--- config.mk ---
export PLATFORM = sky130hd
export DESIGN_NAME = fetch_unit
export DESIGN_NICKNAME = d
export VERILOG_FILES = /design/src/rtl/fetch_unit.sv
export SDC_FILE = /design/constraint.sdc
export NUM_CORES = 1
export LEC_CHECK = 0
export CORE_AREA = 3 3 150 152
export DETAILED_ROUTE_END_ITERATION = 8
export DIE_AREA = 0 0 153 155
export HOLD_SLACK_MARGIN = 0.1
export PLACE_DENSITY = 0.82
export SYNTH_ARGS = -nofsm -noshare
export SYNTH_HDL_FRONTEND = slang
export SYNTH_SLANG_ARGS = --single-unit
--- constraint.sdc ---
create_clock -name clk -period 2.88 [get_ports clk]
set_input_delay 0.864 -clock clk [delete_from_list [all_inputs] [get_ports clk]]
set_output_delay 0.864 -clock clk [all_outputs]
set_load 0.005 [all_outputs]
--- src/rtl/fetch_unit.sv ---
// fetch_unit: instruction fetch with redirect handling and a small {pc, instr} queue.
module fetch_unit #(
  parameter logic [31:0] RESET_VECTOR = 32'h0000_0000,
  parameter int QDEPTH = 2
) (
  input  logic        clk,
  input  logic        rst,
  input  logic        branch_taken,
  input  logic [31:0] branch_target,
  output logic        imem_req,
  output logic [31:0] imem_addr,
  input  logic        imem_ack,
  input  logic [31:0] imem_rdata,
  output logic        id_valid,
  output logic [31:0] id_instr,
  output logic [31:0] id_pc,
  input  logic        id_ready,
  output logic [31:0] pc_out
);
  localparam int PW = QDEPTH > 1 ? $clog2(QDEPTH) : 1;
  typedef enum logic [1:0] {IDLE, BUSY, DRAIN} state_t;
  state_t state;
  logic [31:0] pcq [QDEPTH];
  logic [31:0] iq [QDEPTH];
  logic [PW-1:0] rd, wr;
  logic [2:0] count, cnt_nxt;
  logic pop, push;
  logic [31:0] tgt, nxt_addr;
  assign tgt = {branch_target[31:2], 2'b00};
  assign nxt_addr = imem_addr + 32'd4;
  assign id_valid = count != 3'd0;
  assign id_instr = iq[rd];
  assign id_pc = pcq[rd];
  assign pop = id_valid && id_ready;
  assign push = state == BUSY && imem_ack && !branch_taken;
  assign cnt_nxt = count + 3'(push) - 3'(pop);
  always_ff @(posedge clk or negedge rst) begin
    if (!rst) begin
      state <= IDLE;
      imem_req <= 1'b0;
      imem_addr <= RESET_VECTOR;
      pc_out <= RESET_VECTOR;
      count <= '0;
      rd <= '0;
      wr <= '0;
      for (int i = 0; i < QDEPTH; i++) begin
        pcq[i] <= '0;
        iq[i] <= '0;
      end
    end else begin
      // any redirect flushes the queue, discarding a coincident pop
      if (branch_taken) begin
        count <= '0;
        rd <= '0;
        wr <= '0;
      end else begin
        if (push) begin
          pcq[wr] <= imem_addr;
          iq[wr] <= imem_rdata;
          wr <= (wr == PW'(QDEPTH - 1)) ? '0 : wr + 1'b1;
        end
        if (pop) rd <= (rd == PW'(QDEPTH - 1)) ? '0 : rd + 1'b1;
        count <= cnt_nxt;
      end
      case (state)
        IDLE: begin
          if (branch_taken) pc_out <= tgt;
          else if (count < 3'(QDEPTH)) begin
            imem_req <= 1'b1;
            imem_addr <= pc_out;
            state <= BUSY;
          end
        end
        BUSY: begin
          if (imem_ack && branch_taken) begin
            pc_out <= tgt;
            imem_req <= 1'b0;
            state <= IDLE;
          end else if (imem_ack) begin
            pc_out <= nxt_addr;
            if (cnt_nxt < 3'(QDEPTH)) imem_addr <= nxt_addr;
            else begin
              imem_req <= 1'b0;
              state <= IDLE;
            end
          end else if (branch_taken) begin
            pc_out <= tgt;
            state <= DRAIN;
          end
        end
        DRAIN: begin
          if (branch_taken) pc_out <= tgt;
          if (imem_ack) begin
            imem_req <= 1'b0;
            state <= IDLE;
          end
        end
        default: state <= IDLE;
      endcase
    end
  end
endmodule
# Yosys cells after proc, flatten, opt, wreduce, memory -nomap -nowiden
# Index checks and enable logic that the tools add are counted.
[totals]
ff_bits = 200
inputBits = 69
wordCells = 96
out_inout_bits = 130
[op_classes]
eq_ne = 12
mux = 42
n_bitwise = 3
reduce_logical = 18
order_cmp = 5
n_addsub = 5
[ops]
columns = ["operator", "count"]
rows = [
  ["$mux 32", 15],
  ["$bwmux 64", 2],
  ["$pmux 32 s2", 2],
  ["$add 32x3->32 const B", 1],
  ["$demux 32 s1", 1],
  ["$mux 2", 7],
  ["$mux 1", 12],
  ["$reduce_and 6->1", 2],
  ["$ne 2x2->1 const B", 5],
  ["$reduce_bool 2->1", 4],
  ["$lt 3x2->1 const B", 2],
  ["$pmux 2 s3", 1],
  ["$reduce_bool 3->1", 2],
  ["$logic_and 1x1->1", 5],
  ["$reduce_and 5->1", 1],
  ["$ge 2x2->1 const B", 2],
  ["$ne 4x3->1 const B", 1],
  ["$ne 4x4->1 const B", 1],
  ["$not 1->2", 2],
  ["$add 3x1->3", 1],
  ["$mux 3", 1],
  ["$ne 3x2->1 const B", 1],
  ["$ne 3x3->1 const B", 1],
  ["$pmux 1 s3", 1],
  ["11 further kinds", 12],
]

# Longest topological paths before layout
[logic_depth]
ltp_word = 10
depth_mapped = 16
depth_no_buf = 13

# Least setup slack after synthesis
# Ideal clock, no wire load.
[synth_path]
kind = "input port to flip-flop"
from = "in branch_taken"
to = "reg imem_addr[31]"
t_required_ps = 2749
path_slack_ps = -519
setup_time_ps = 131
t_arrival_ps = 3268
stages = 14
n_path_buf = 2
path_cell_list = "buf_2 > nor2b_2 > nand2_1 > ha_1 > inv_1 > ha_1 > inv_1 > fa_1 > xnor2_1 > a41o_1 > nand2_1 > clkbuf_1 > nor3_1 > nor3_2"
[synth_via]
elab_chain_cells = 7
elab_cells_between_ends = 10
classes_between = "add/sub: 2; order compare: 1; eq/ne: 3; reduce/logical: 4"
[synth_rtl]
columns = ["element", "line_no", "text"]
rows = [
  ["from (decl)", "8", "input logic branch_taken,"],
  ["$logic_not 1->1", "35", "assign push = state == BUSY && imem_ack && !branch_taken;"],
  ["$logic_and 1x1->1", "35", ""],
  ["$add 3x1->3", "36", "assign cnt_nxt = count + 3'(push) - 3'(pop);"],
  ["$sub 3x1->3", "36", ""],
  ["$lt 3x2->1", "81", "if (cnt_nxt < 3'(QDEPTH)) imem_addr <= nxt_addr;"],
  ["$ne 2x1->1 (no source line)", "-", ""],
  ["$reduce_and 6->1 (no source line) *", "-", ""],
  ["to (signal assigned)", "70", "imem_addr <= pc_out;"],
  ["to (signal assigned)", "81", ""],
  ["to (decl)", "11", "output logic [31:0] imem_addr,"],
]
# Mark *: on every way between the ends. The rest lies on a longest branch, timed or not.
# A chain may end at the register's enable or synchronous reset.

# Worst setup path in the final report
[layout_path]
from = "reg count[0]"
to = "reg imem_addr[23]"
[layout_via]
elab_chain_cells = 6
elab_cells_between_ends = 9
classes_between = "add/sub: 2; order compare: 2; eq/ne: 2; reduce/logical: 3"
[layout_rtl]
columns = ["element", "line_no", "text"]
rows = [
  ["from (decl)", "26", "logic [2:0] count, cnt_nxt;"],
  ["from (signal assigned)", "63", "count <= cnt_nxt;"],
  ["parallel branches: the longest is 5 deep, another holds $add 3x1->3", "-", ""],
  ["$reduce_and 6->1 (no source line) *", "-", ""],
]
# Every way passes the cells marked *.

==> results.yml <==
placed_design:
  place_inst: 1301
  dpl_cell_area_mm2: 0.01248
  dpl_worst_slack_ns: -0.7395
  numPortBuffers: 196
  dp_hpwl_mm: 19.21
  gp_congestion: 0.8648
die:
  start_util_pct: 46.96
  core_mm2: 0.02115
  dieArea_mm2: 0.02372
  row_count: 53
  die_h_um: 155
  die_w_um: 153
  io_pins: 199
clocking:
  cts_sinks: 200
  clock_path_buffers: 2
  clk-insertion-delay-late_ns: 0.44
  clkTransAtPathRegs_ns: 0.08
  htree_levels: 4
  cts_inserted_buffers: 17
  cts_tree: "built"
  cts-root-buf: "clkbuf_16"
worst_setup_path:
  worstSetupPathType: "flip-flop to flip-flop"
  path_max_fanout: 8
  cp.required_ns: 3.20
  crit_arrival_ns: 3.29
  startpoint_type: "flip-flop"
  reg2reg_slack_ns: -0.1
  ff2ff_path_depth: 12
  end_kind: "flip-flop"
finish:
  stdcell_count: 1353
  area_growth_pct: 35.79
  nets: 1143
  design_area_mm2: 0.01349
  utilization_pct: 63.77
  n_antenna_cell: 0
  drive_gt1_share_pct: 31.08
timing:
  fin_skew_ns: 0.01129
  setup_tns_ns: -0.3301
  rsz0062_at_grt: "true"
  tightestPinTransition_ns: 1.213
  drv_slew: 0
  hold_viol_final: 0
  slew_headroom_pct: 18.61
  post-route-min-period_ns: 2.976
  timing.final.crit_share_pct: 103.3
  setup_slack_ns: -0.09600
  hold_slack_ns: 0.4306
  setup_viol: 9
  fmax_mhz: 336.0
outcome:
  violations: "negative setup slack"
  outcome: "finished, violations left"
detailed_routing:
  wire_per_inst_um: 20.68
  vias: 7829
  drc: 0
  drt_iter0_drc: 636
  wirelength_mm: 27.98
  viasPerCell: 5.786
  postRouteAntennaNets: 0
  drtPass1Iterations: 5
synth:
  synthesis.nets: 927
  synth.area.top_cells: "dfrtp_1 (50%), mux2_2 (21%), o22ai_1 (2.4%)"
  yosysMostFrequentCell: "dfrtp_1"
  synth-main-ff-cell: "dfrtp_1"
  synth.avg_cell_area_um2: 11.70
  synthDistinctLibCells: 63
  syn_area_mm2: 0.009935
  yosys.area.top_type_share_pct: 50.38
  synth-edff-count: 0
  synth.largest_area_cell: "dfrtp_1"
  yosys-top-cells-count: "dfrtp_1 (200), mux2_2 (181), nand2_1 (52), a21oi_1 (42), o22ai_1 (38)"
  yosysWarnings: 0
  syn_inst: 849
  ys_ff_latch: 200
  synth-seq-area-share_pct: 50.38
  async_flop_share_pct: 100.0
grt:
  grt_usage_pct: 22.99
  grt_pass1_wl_mm: 44.00
  grt_pass1_vias: 8134
  grt_max_degree: 84
  overflow: 0
  antenna_found_initial: 0
worst_hold_path:
  hold_class: "primary input to asynchronous set/reset pin"
power:
  ir_worst_vdd_uv: 620.7
  leakagePower_nw: 5.710
  powerDensity_mw_per_mm2: 1175
  p_total_mw: 15.86
run:
  max_cap_viol_count: 0
[where the power goes]
part | switching (mW) | internal (mW) | total (mW)
clock | 1.13 | 1.42 | 2.54
sequential | 1.24 | 4.09 | 5.34
combinational | 3.24 | 4.74 | 7.98
total | 5.61 | 10.2 | 15.9
[path summary, 6_finish.rpt]
check / to / startpoint
worst min register to register: pcq[24]$_DFFE_PN0P_ / pcq[24]$_DFFE_PN0P_
min in group clk: pcq[24]$_DFFE_PN0P_ / pcq[24]$_DFFE_PN0P_
worst max register to register: imem_addr[23]$_DFFE_PN0P_ / count[0]$_DFF_PN0_
worst min-delay path: iq[38]$_DFFE_PN0P_ / rst
max in group asynchronous: pcq[39]$_DFFE_PN0P_ / rst
worst max-delay path: imem_addr[23]$_DFFE_PN0P_ / count[0]$_DFF_PN0_
[sequential cells by signal, indices dropped and copies added, names as in the netlist]
name / count
wr: 1
imem_addr: 32
state: 2
imem_req: 1
pc_out: 32
rd: 1
pcq: 64
count: 3
iq: 64
[layout make-up]
class	instances	area, um^2
Fill cell	1583	7664
Sequential cell	200	5009
Multi-Input combinational cell	570	4765
Timing Repair Buffer	261	2696
Clock buffer	18	439.2
Tap cell	275	344.1
Clock inverter	14	181.4
Inverter	15	56.30
[worst max-delay path, stage by stage, from the launching register on]
cell and delay, ns:
dfrtp_1 0.40, or3_4 0.39, and2_4 0.16, ha_4 0.26
inv_2 0.04, ha_4 0.14, inv_2 0.05, fa_2 0.46
a41o_1 0.31, and2_4 0.20, buf_6 0.13, o21a_1 0.11
o22a_1 0.21
[repair_timing]
| action | 4_1_cts | 5_1_grt |
|---|---|---|
| endpoints found under the hold margin | 0 | 0 |
| hold buffers | 0 | 0 |
| setup buffers | 7 | 10 |
| pin swaps | 9 | 9 |
| gates cloned | 0 | 3 |
| gates resized for setup | 14 | 34 |
| endpoints found under the setup margin | 82 | 42 |
[layout by cell type, fill, tap and decap left out, types with 4 or more instances in the layout]
| cell type | instances |
|---|---|
| buf_4 | 44 |
| a31oi_1 | 5 |
| mux2_1 | 10 |
| ha_1 | 5 |
| mux2_2 | 179 |
| a21oi_1 | 35 |
| and4_4 | 4 |
| xor2_1 | 16 |
| buf_6 | 7 |
| dfrtp_1 | 199 |
| dlymetal6s2s_1 | 9 |
| a2bb2oi_1 | 10 |
| buf_12 | 11 |
| clkdlybuf4s50_1 | 182 |
| inv_6 | 8 |
| and2_1 | 4 |
| and3_1 | 9 |
| clkbuf_16 | 20 |
| a2bb2oi_2 | 7 |
| o22ai_1 | 38 |
| nand3_1 | 17 |
| xnor2_1 | 10 |
| o21ai_1 | 12 |
| nor2_1 | 24 |
| mux2i_1 | 4 |
| o21ai_0 | 26 |
| nand4_1 | 11 |
| a22oi_1 | 17 |
| nand2_1 | 49 |
| a21oi_2 | 7 |
| inv_1 | 12 |
[cells by family after synthesis]
kind of cell,synth area share [%]
XOR/XNOR,2.380
adder cells (fa/ha/maj),1.209
AND/OR/NAND/NOR,8.791
AO/OA/AOI/OAI,11.61
flip-flops,50.38
buffers and inverters,3.577
multiplexers,22.05
[per-layer routing]
metal	part of all wire [%]	global-route usage [%]
met5	0	0
met4	2.4	6.661
met3	7.9	5.869
met2	50	39.30
met1	39	29.12
(Power assumes the default switching activity.)
